==> src/rtl/decode_redirect_pkg.sv <==
// Shared definitions for the decode/redirect stage.
// Holds the control-flow opcodes, branch funct3 codes, the bubble
// instruction word, the RUN/FLUSH state type and immediate extractors.
package decode_redirect_pkg;

    localparam logic [6:0] OP_JAL    = 7'b1101111;
    localparam logic [6:0] OP_JALR   = 7'b1100111;
    localparam logic [6:0] OP_BRANCH = 7'b1100011;

    localparam logic [2:0] F3_BEQ  = 3'b000;
    localparam logic [2:0] F3_BNE  = 3'b001;
    localparam logic [2:0] F3_BLT  = 3'b100;
    localparam logic [2:0] F3_BGE  = 3'b101;
    localparam logic [2:0] F3_BLTU = 3'b110;
    localparam logic [2:0] F3_BGEU = 3'b111;

    // addi x0, x0, 0
    localparam logic [31:0] NOP_INSTR = 32'h0000_0013;

    typedef enum logic {
        ST_RUN   = 1'b0,
        ST_FLUSH = 1'b1
    } state_t;

    function automatic logic [31:0] imm_i(input logic [31:0] ins);
        return {{20{ins[31]}}, ins[31:20]};
    endfunction

    function automatic logic [31:0] imm_b(input logic [31:0] ins);
        return {{20{ins[31]}}, ins[7], ins[30:25], ins[11:8], 1'b0};
    endfunction

    function automatic logic [31:0] imm_j(input logic [31:0] ins);
        return {{12{ins[31]}}, ins[19:12], ins[20], ins[30:21], 1'b0};
    endfunction

endpackage

==> src/rtl/decode_redirect_branch_compare.sv <==
// Branch condition evaluator.
// Ports:
//   i_rs1_data, i_rs2_data : operands from the register file
//   i_funct3               : branch kind
//   o_taken                : condition holds (funct3 010/011 never taken)
module branch_compare
    import decode_redirect_pkg::*;
(
    input  logic [31:0] i_rs1_data,
    input  logic [31:0] i_rs2_data,
    input  logic [2:0]  i_funct3,
    output logic        o_taken
);

    always_comb begin
        o_taken = 1'b0;
        case (i_funct3)
            F3_BEQ:  o_taken = (i_rs1_data == i_rs2_data);
            F3_BNE:  o_taken = (i_rs1_data != i_rs2_data);
            F3_BLT:  o_taken = ($signed(i_rs1_data) <  $signed(i_rs2_data));
            F3_BGE:  o_taken = ($signed(i_rs1_data) >= $signed(i_rs2_data));
            F3_BLTU: o_taken = (i_rs1_data <  i_rs2_data);
            F3_BGEU: o_taken = (i_rs1_data >= i_rs2_data);
            default: o_taken = 1'b0;
        endcase
    end

endmodule

==> src/rtl/decode_redirect.sv <==
// Decode-stage register with jump/branch redirect and wrong-path squash.
//
// state | meaning
// RUN   | normal decode; loads fetch output unless stalled, may redirect
// FLUSH | squashing wrong-path fetch slots after a redirect
//
// Ports:
//   clk, reset_n                 : clock, synchronous active-low reset
//   pc, instruction              : fetch-stage outputs
//   stall                        : hold the decode register
//   rs1_data, rs2_data           : register-file read data
//   rs1_addr, rs2_addr           : register-file read addresses
//   id_pc, id_instruction        : decode-stage registers
//   id_valid                     : decode slot holds a real instruction
//   jump_branch_condition/address: redirect request and target to fetch
module decode_redirect
    import decode_redirect_pkg::*;
#(
    parameter int unsigned FLUSH_DEPTH = 1
) (
    input  logic        clk,
    input  logic        reset_n,
    input  logic [31:0] pc,
    input  logic [31:0] instruction,
    input  logic        stall,
    input  logic [31:0] rs1_data,
    input  logic [31:0] rs2_data,
    output logic [4:0]  rs1_addr,
    output logic [4:0]  rs2_addr,
    output logic [31:0] id_pc,
    output logic [31:0] id_instruction,
    output logic        id_valid,
    output logic        jump_branch_condition,
    output logic [31:0] jump_branch_address
);

    localparam logic [1:0] FLUSH_INIT = 2'(FLUSH_DEPTH - 1);

    state_t      r_state;
    logic [1:0]  r_cnt;
    logic [31:0] r_id_pc;
    logic [31:0] r_id_instr;
    logic        r_id_valid;

    state_t      w_state_nxt;
    logic [1:0]  w_cnt_nxt;
    logic [31:0] w_id_pc_nxt;
    logic [31:0] w_id_instr_nxt;
    logic        w_id_valid_nxt;

    logic [6:0]  w_opcode;
    logic        w_is_jal;
    logic        w_is_jalr;
    logic        w_is_branch;
    logic        w_br_taken;
    logic        w_redirect;
    logic [31:0] w_jalr_sum;

    assign rs1_addr       = r_id_instr[19:15];
    assign rs2_addr       = r_id_instr[24:20];
    assign id_pc          = r_id_pc;
    assign id_instruction = r_id_instr;
    assign id_valid       = r_id_valid;

    assign w_opcode    = r_id_instr[6:0];
    assign w_is_jal    = (w_opcode == OP_JAL);
    assign w_is_jalr   = (w_opcode == OP_JALR);
    assign w_is_branch = (w_opcode == OP_BRANCH);
    assign w_jalr_sum  = rs1_data + imm_i(r_id_instr);

    branch_compare u_branch_compare (
        .i_rs1_data (rs1_data),
        .i_rs2_data (rs2_data),
        .i_funct3   (r_id_instr[14:12]),
        .o_taken    (w_br_taken)
    );

    assign w_redirect = r_id_valid && (r_state == ST_RUN) && !stall &&
                        (w_is_jal || w_is_jalr || (w_is_branch && w_br_taken));

    always_comb begin
        jump_branch_condition = w_redirect;
        jump_branch_address   = 32'h0;
        if (w_redirect) begin
            if (w_is_jal) begin
                jump_branch_address = r_id_pc + imm_j(r_id_instr);
            end else if (w_is_jalr) begin
                jump_branch_address = w_jalr_sum & 32'hFFFF_FFFE;
            end else begin
                jump_branch_address = r_id_pc + imm_b(r_id_instr);
            end
        end
    end

    // The redirect edge itself squashes the first wrong-path slot, so FLUSH
    // holds for FLUSH_DEPTH-1 further bubbles. Once the counter has run out,
    // the FLUSH edge behaves like a RUN load; the slot it replaces is a
    // bubble, so no redirect can be missed there.
    always_comb begin
        w_state_nxt    = r_state;
        w_cnt_nxt      = r_cnt;
        w_id_pc_nxt    = r_id_pc;
        w_id_instr_nxt = r_id_instr;
        w_id_valid_nxt = r_id_valid;
        case (r_state)
            ST_RUN: begin
                if (w_redirect) begin
                    w_state_nxt    = ST_FLUSH;
                    w_cnt_nxt      = FLUSH_INIT;
                    w_id_pc_nxt    = pc;
                    w_id_instr_nxt = NOP_INSTR;
                    w_id_valid_nxt = 1'b0;
                end else if (!stall) begin
                    w_id_pc_nxt    = pc;
                    w_id_instr_nxt = instruction;
                    w_id_valid_nxt = 1'b1;
                end
            end
            ST_FLUSH: begin
                if (r_cnt != 2'd0) begin
                    w_cnt_nxt      = r_cnt - 2'd1;
                    w_id_pc_nxt    = pc;
                    w_id_instr_nxt = NOP_INSTR;
                    w_id_valid_nxt = 1'b0;
                end else begin
                    w_state_nxt = ST_RUN;
                    if (!stall) begin
                        w_id_pc_nxt    = pc;
                        w_id_instr_nxt = instruction;
                        w_id_valid_nxt = 1'b1;
                    end
                end
            end
            default: w_state_nxt = ST_RUN;
        endcase
    end

    always_ff @(posedge clk) begin
        if (!reset_n) begin
            r_state    <= ST_RUN;
            r_cnt      <= 2'd0;
            r_id_pc    <= 32'h0;
            r_id_instr <= NOP_INSTR;
            r_id_valid <= 1'b0;
        end else begin
            r_state    <= w_state_nxt;
            r_cnt      <= w_cnt_nxt;
            r_id_pc    <= w_id_pc_nxt;
            r_id_instr <= w_id_instr_nxt;
            r_id_valid <= w_id_valid_nxt;
        end
    end

endmodule
==> config.mk <==
export PLATFORM = sky130hd
export DESIGN_NAME = decode_redirect
export DESIGN_NICKNAME = d
export VERILOG_FILES = /design/src/rtl/decode_redirect_pkg.sv /design/src/rtl/decode_redirect_branch_compare.sv /design/src/rtl/decode_redirect.sv
export SDC_FILE = /design/constraint.sdc
export NUM_CORES = 1
export LEC_CHECK = 0
export CAP_MARGIN = 20
export CORE_UTILIZATION = 53
export DETAILED_ROUTE_END_ITERATION = 10
export HOLD_SLACK_MARGIN = 0.1
export PLACE_DENSITY = 0.88
export SKIP_LAST_GASP = 1
export SLEW_MARGIN = 10
export SYNTH_ARGS = -nofsm -noshare
export SYNTH_HDL_FRONTEND = slang
export SYNTH_SLANG_ARGS = --single-unit
==> constraint.sdc <==
create_clock -name clk -period 9 [get_ports clk]
set_input_delay 1.8 -clock clk [delete_from_list [all_inputs] [get_ports clk]]
set_output_delay 1.8 -clock clk [all_outputs]
set_load 0.005 [all_outputs]
==> results.md <==
- The flow ran to the end, and the final reports show no timing, DRC or antenna violations.
- After detailed routing, the average wire length per cell comes to 17.99 µm.
- In this run the cell area of the synthesized design comes to 8275 µm².
- The accumulated negative setup slack is 0 ns.
- The classification of the worst-slack hold path is register to register.
- The region available for standard cell placement spans 15200 µm².
- After clock tree synthesis, the repair step resized 0 gates.
- The most crowded layer after global routing is met2.
- The final critical path takes up 87.12% of the cycle.
- The number of global-route vias before repair is 8719.
- The static leakage power is 4.787 nW.
- Across the run, the number of max-cap violations was 0.
- For this run, the number of Yosys warnings is 0.
- The number of failing hold endpoints at the final stage is 0.
- From bottom edge to top edge, the die measures 127.0 µm.
- Counting along the longest clock path gives a buffer depth of 2.
- In the global route stage, overall resource usage came out at 33.25%.
- The required time at the endpoint of the critical path is 7.20 ns.
- The number of standard cells after synthesis is 1115.
- The number of filler instances in the final layout is 1219.
- The critical path is of the primary input to primary output type.
- Routability-driven placement finished with a final weighted congestion of 0.9586.
- In this run the remaining antenna-violating nets after routing total 0.
- In the routed design, unresolved DRC markers number 0.
- The pin count of the biggest net entering global routing is 40.
- The global-route track usage on met2 is 54.04%.
- STA classifies the critical path endpoint as a primary output.
- The number of top-level pins is 239.
- The first routing iteration left 916 violations.
- The net count after synthesis is 1355.
- The detailed-route wire length is 27200 µm.
- VDD sags by at most 121.3 µV.
- The number of buffers inserted by hold repair at cts is 0.
- The met3 track utilization from global routing is 4.977%.
- The initial utilization of the core area, before any placement, comes to 54.44%.
- For this run, asynchronously set or reset flops after synthesis account for 0%.
- The worst path meets setup with 1.160 ns of slack.
- The initial antenna violation count is 0.
- The number of setup buffers added after CTS is 0.
- The die covers 16120 µm².
- The final layout contains 1559 nets.
- The first global-routing pass estimated 42840 µm of wire.
- The clock period could shrink to 7.840 ns.
- Dividing total power by cell area gives a power density of 103.8 nW/µm².
- Yosys instantiated no cell more often than sky130_fd_sc_hd__nand2_1.
- For this run, the leading register cell type out of synthesis is sky130_fd_sc_hd__dfxtp_1.
- Prior to clock tree synthesis, the placed netlist has a worst setup slack of 1.209 ns.
- The placement row count is 45.
- The normalized max-slew margin is 26.17%.
- The fraction of final layout cells sized beyond drive strength 1 is 4.154%.
- The achievable clock frequency is 127.5 MHz.
- In this run the number of H-tree levels came out at 3.
- The commonest cells after synthesis are 147 x sky130_fd_sc_hd__nand2_1, 115 x sky130_fd_sc_hd__a21oi_1, 106 x sky130_fd_sc_hd__ha_1.
- The worst setup path is launched from a primary input.
- The share of the Yosys chip area taken by registers is 16.45%.
- The clock slew at the register clock pins of the worst setup and hold paths is 0.06 ns.
- The setup clock skew after layout is 0.006848 ns.
- Synthesis inferred 68 register bits.
- At the worst endpoint, the arrival time is 6.04 ns.
- The cell type contributing the most total cell area after synthesis is sky130_fd_sc_hd__dfxtp_1.
- The synthesized area per cell is 7.422 µm².
- Yosys mapped a number of flops with a built-in enable equal to 0.
- Across all layers, the routed design uses 9216 vias.
- The cell sitting at the root of the clock tree is a sky130_fd_sc_hd__clkbuf_16.
- The number of failing setup endpoints in the final timing report is 0.
- The routing usage on met1 is 44.14%.
- Along the worst path, the maximum fanout reaches 37.
- The placed wire-length estimate is 21050 µm.
- The first detailed-routing pass ran for 6 iterations.
- The overall die width is 127.0 µm.
- The number of vias per cell is 6.095.
- Compared with the post-synthesis result, the final layout area differs by 32.90%.
- The area fraction of the dominant cell type after synthesis is 16.45%.
- Yosys mapped the design onto 82 distinct sky130hd cell types.
- After synthesis, the cell types taking the most area are sky130_fd_sc_hd__dfxtp_1 16%, sky130_fd_sc_hd__ha_1 16%, sky130_fd_sc_hd__a21oi_1 7.0%, sky130_fd_sc_hd__nand2_1 6.7%, sky130_fd_sc_hd__xnor2_1 4.9%.
- The slew of the pin with the lowest slew margin is 1.107 ns.
- The clock latency of the later-clocked register in the worst-skew pair is 0.34 ns.
- Setup repair after global routing left no endpoint under its margin.
- The clock drives 68 sinks.
- The TritonCTS buffer count is 9.
- The count of buffers added on input and output ports is 238.
- The count of pins over their slew limit was 0.
- 0 antenna diodes ended up in the layout.
- The overflow left after global routing is 0.
- The TritonCTS clock tree is done.
==> per-stage QoR <==
stage | utilization (%) | instance area [µm²] | total power [W] | cells | hold slack (ns)
finish | 72.35 | 11000 | 0.001142 | 1512 | 0.4895
global route | 72.35 | 11000 | 0.001201 | 1512 | 0.5087
CTS | 72.35 | 11000 | 0.001136 | 1512 | 0.4902
detailed placement | 70.30 | 10690 | 0.0007608 | 1496 | 0.4814
global placement | 70.30 | 10690 | 0.0007534 | 1496 | 0.4782
floorplan | - | 8275 | 0.0005960 | 1115 | 0.4657
==> logic make-up after synthesis <==
group           after synthesis  synth area share [%]
flops                        68                 16.45
xor+xnor                     65                 6.879
simple gates                360                 20.11
compound gates              358                 29.23
mux                          36                 4.354
fa+ha+maj                   109                 16.75
buf+inv                     119                 6.229
==> worst max-delay path: stages <==
cell and delay (ns):
sky130_fd_sc_hd__clkdlybuf4s50_1 0.50, sky130_fd_sc_hd__ha_1 0.36, sky130_fd_sc_hd__nor2b_1 0.15, sky130_fd_sc_hd__o211ai_2 0.13, sky130_fd_sc_hd__a21oi_1 0.11, sky130_fd_sc_hd__o311a_1 0.33
sky130_fd_sc_hd__or4_4 0.43, sky130_fd_sc_hd__o22ai_1 0.17, sky130_fd_sc_hd__nor3b_2 0.29, sky130_fd_sc_hd__o2111ai_4 0.56, sky130_fd_sc_hd__a41o_1 0.47, sky130_fd_sc_hd__a221oi_2 0.18
sky130_fd_sc_hd__clkdlybuf4s50_1 0.55
==> final timing paths <==
check	start	endpoint	slack, ns	depth (start not counted)
max	rs1_data[1]	jump_branch_address[25]	1.16	13
min	id_pc[24]$_SDFF_PN0_	id_pc[24]$_SDFF_PN0_	0.49	2
max reg2reg	id_instruction[3]$_SDFF_PN0_	id_instruction[4]$_SDFF_PN1_	5.51	7
min reg2reg	id_pc[24]$_SDFF_PN0_	id_pc[24]$_SDFF_PN0_	0.49	2
==> state kept, by name, indices dropped and copies added (netlist names) <==
register	cells
id_instruction	32
id_pc	32
r_cnt	2
id_valid	1
r_state	1
==> metal layers <==
metal | vias up | routed length [µm]
li1 | 4434 | -
met1 | 4254 | 11940
met2 | 448 | 12110
met3 | 80 | 2274
met4 | 0 | 880
met5 | - | 0
==> where the power goes <==
part,switching (W),leakage [nW],internal (W)
logic,0.000212,4.08,0.000208
registers,0.0000271,0.561,0.000318
clock network,0.000151,0.145,0.000224
==> area by class of cell <==
class	count	area (µm²)	area share (%)
well taps	188	235.2	2.139
clock inverters	6	71.32	0.6485
repair buffers	248	2452	22.30
multi-input cells	928	6399	58.18
clock buffers	10	239.0	2.173
flip-flops and latches	68	1361	12.38
inverters	64	240.2	2.184
==> placed cells by master, fill, tap and decap left out, types with 4 or more instances in the layout <==
cell type,instances
sky130_fd_sc_hd__clkdlybuf4s50_1,237
sky130_fd_sc_hd__nand2_1,147
sky130_fd_sc_hd__a21oi_1,115
sky130_fd_sc_hd__ha_1,106
sky130_fd_sc_hd__nor2_1,95
sky130_fd_sc_hd__dfxtp_1,68
sky130_fd_sc_hd__inv_1,63
sky130_fd_sc_hd__o21ai_0,46
sky130_fd_sc_hd__xnor2_1,46
sky130_fd_sc_hd__a21boi_0,37
sky130_fd_sc_hd__mux2i_1,36
sky130_fd_sc_hd__a21o_1,28
sky130_fd_sc_hd__nor3_1,20
sky130_fd_sc_hd__nand3_1,19
sky130_fd_sc_hd__a211oi_1,19
sky130_fd_sc_hd__xor2_1,19
sky130_fd_sc_hd__nand4_1,16
sky130_fd_sc_hd__o21bai_1,15
sky130_fd_sc_hd__nor2b_1,14
sky130_fd_sc_hd__o211ai_1,10
sky130_fd_sc_hd__buf_4,10
sky130_fd_sc_hd__a31oi_1,9
sky130_fd_sc_hd__and3_1,9
sky130_fd_sc_hd__clkbuf_16,9
sky130_fd_sc_hd__o21a_1,8
sky130_fd_sc_hd__or3_1,7
sky130_fd_sc_hd__and2_1,6
sky130_fd_sc_hd__nand2b_1,6
sky130_fd_sc_hd__a211o_1,5
sky130_fd_sc_hd__a2111oi_0,4
sky130_fd_sc_hd__a21oi_2,4
sky130_fd_sc_hd__a221o_1,4
sky130_fd_sc_hd__a221oi_1,4
sky130_fd_sc_hd__o221ai_1,4
(Power assumes the default switching activity.)
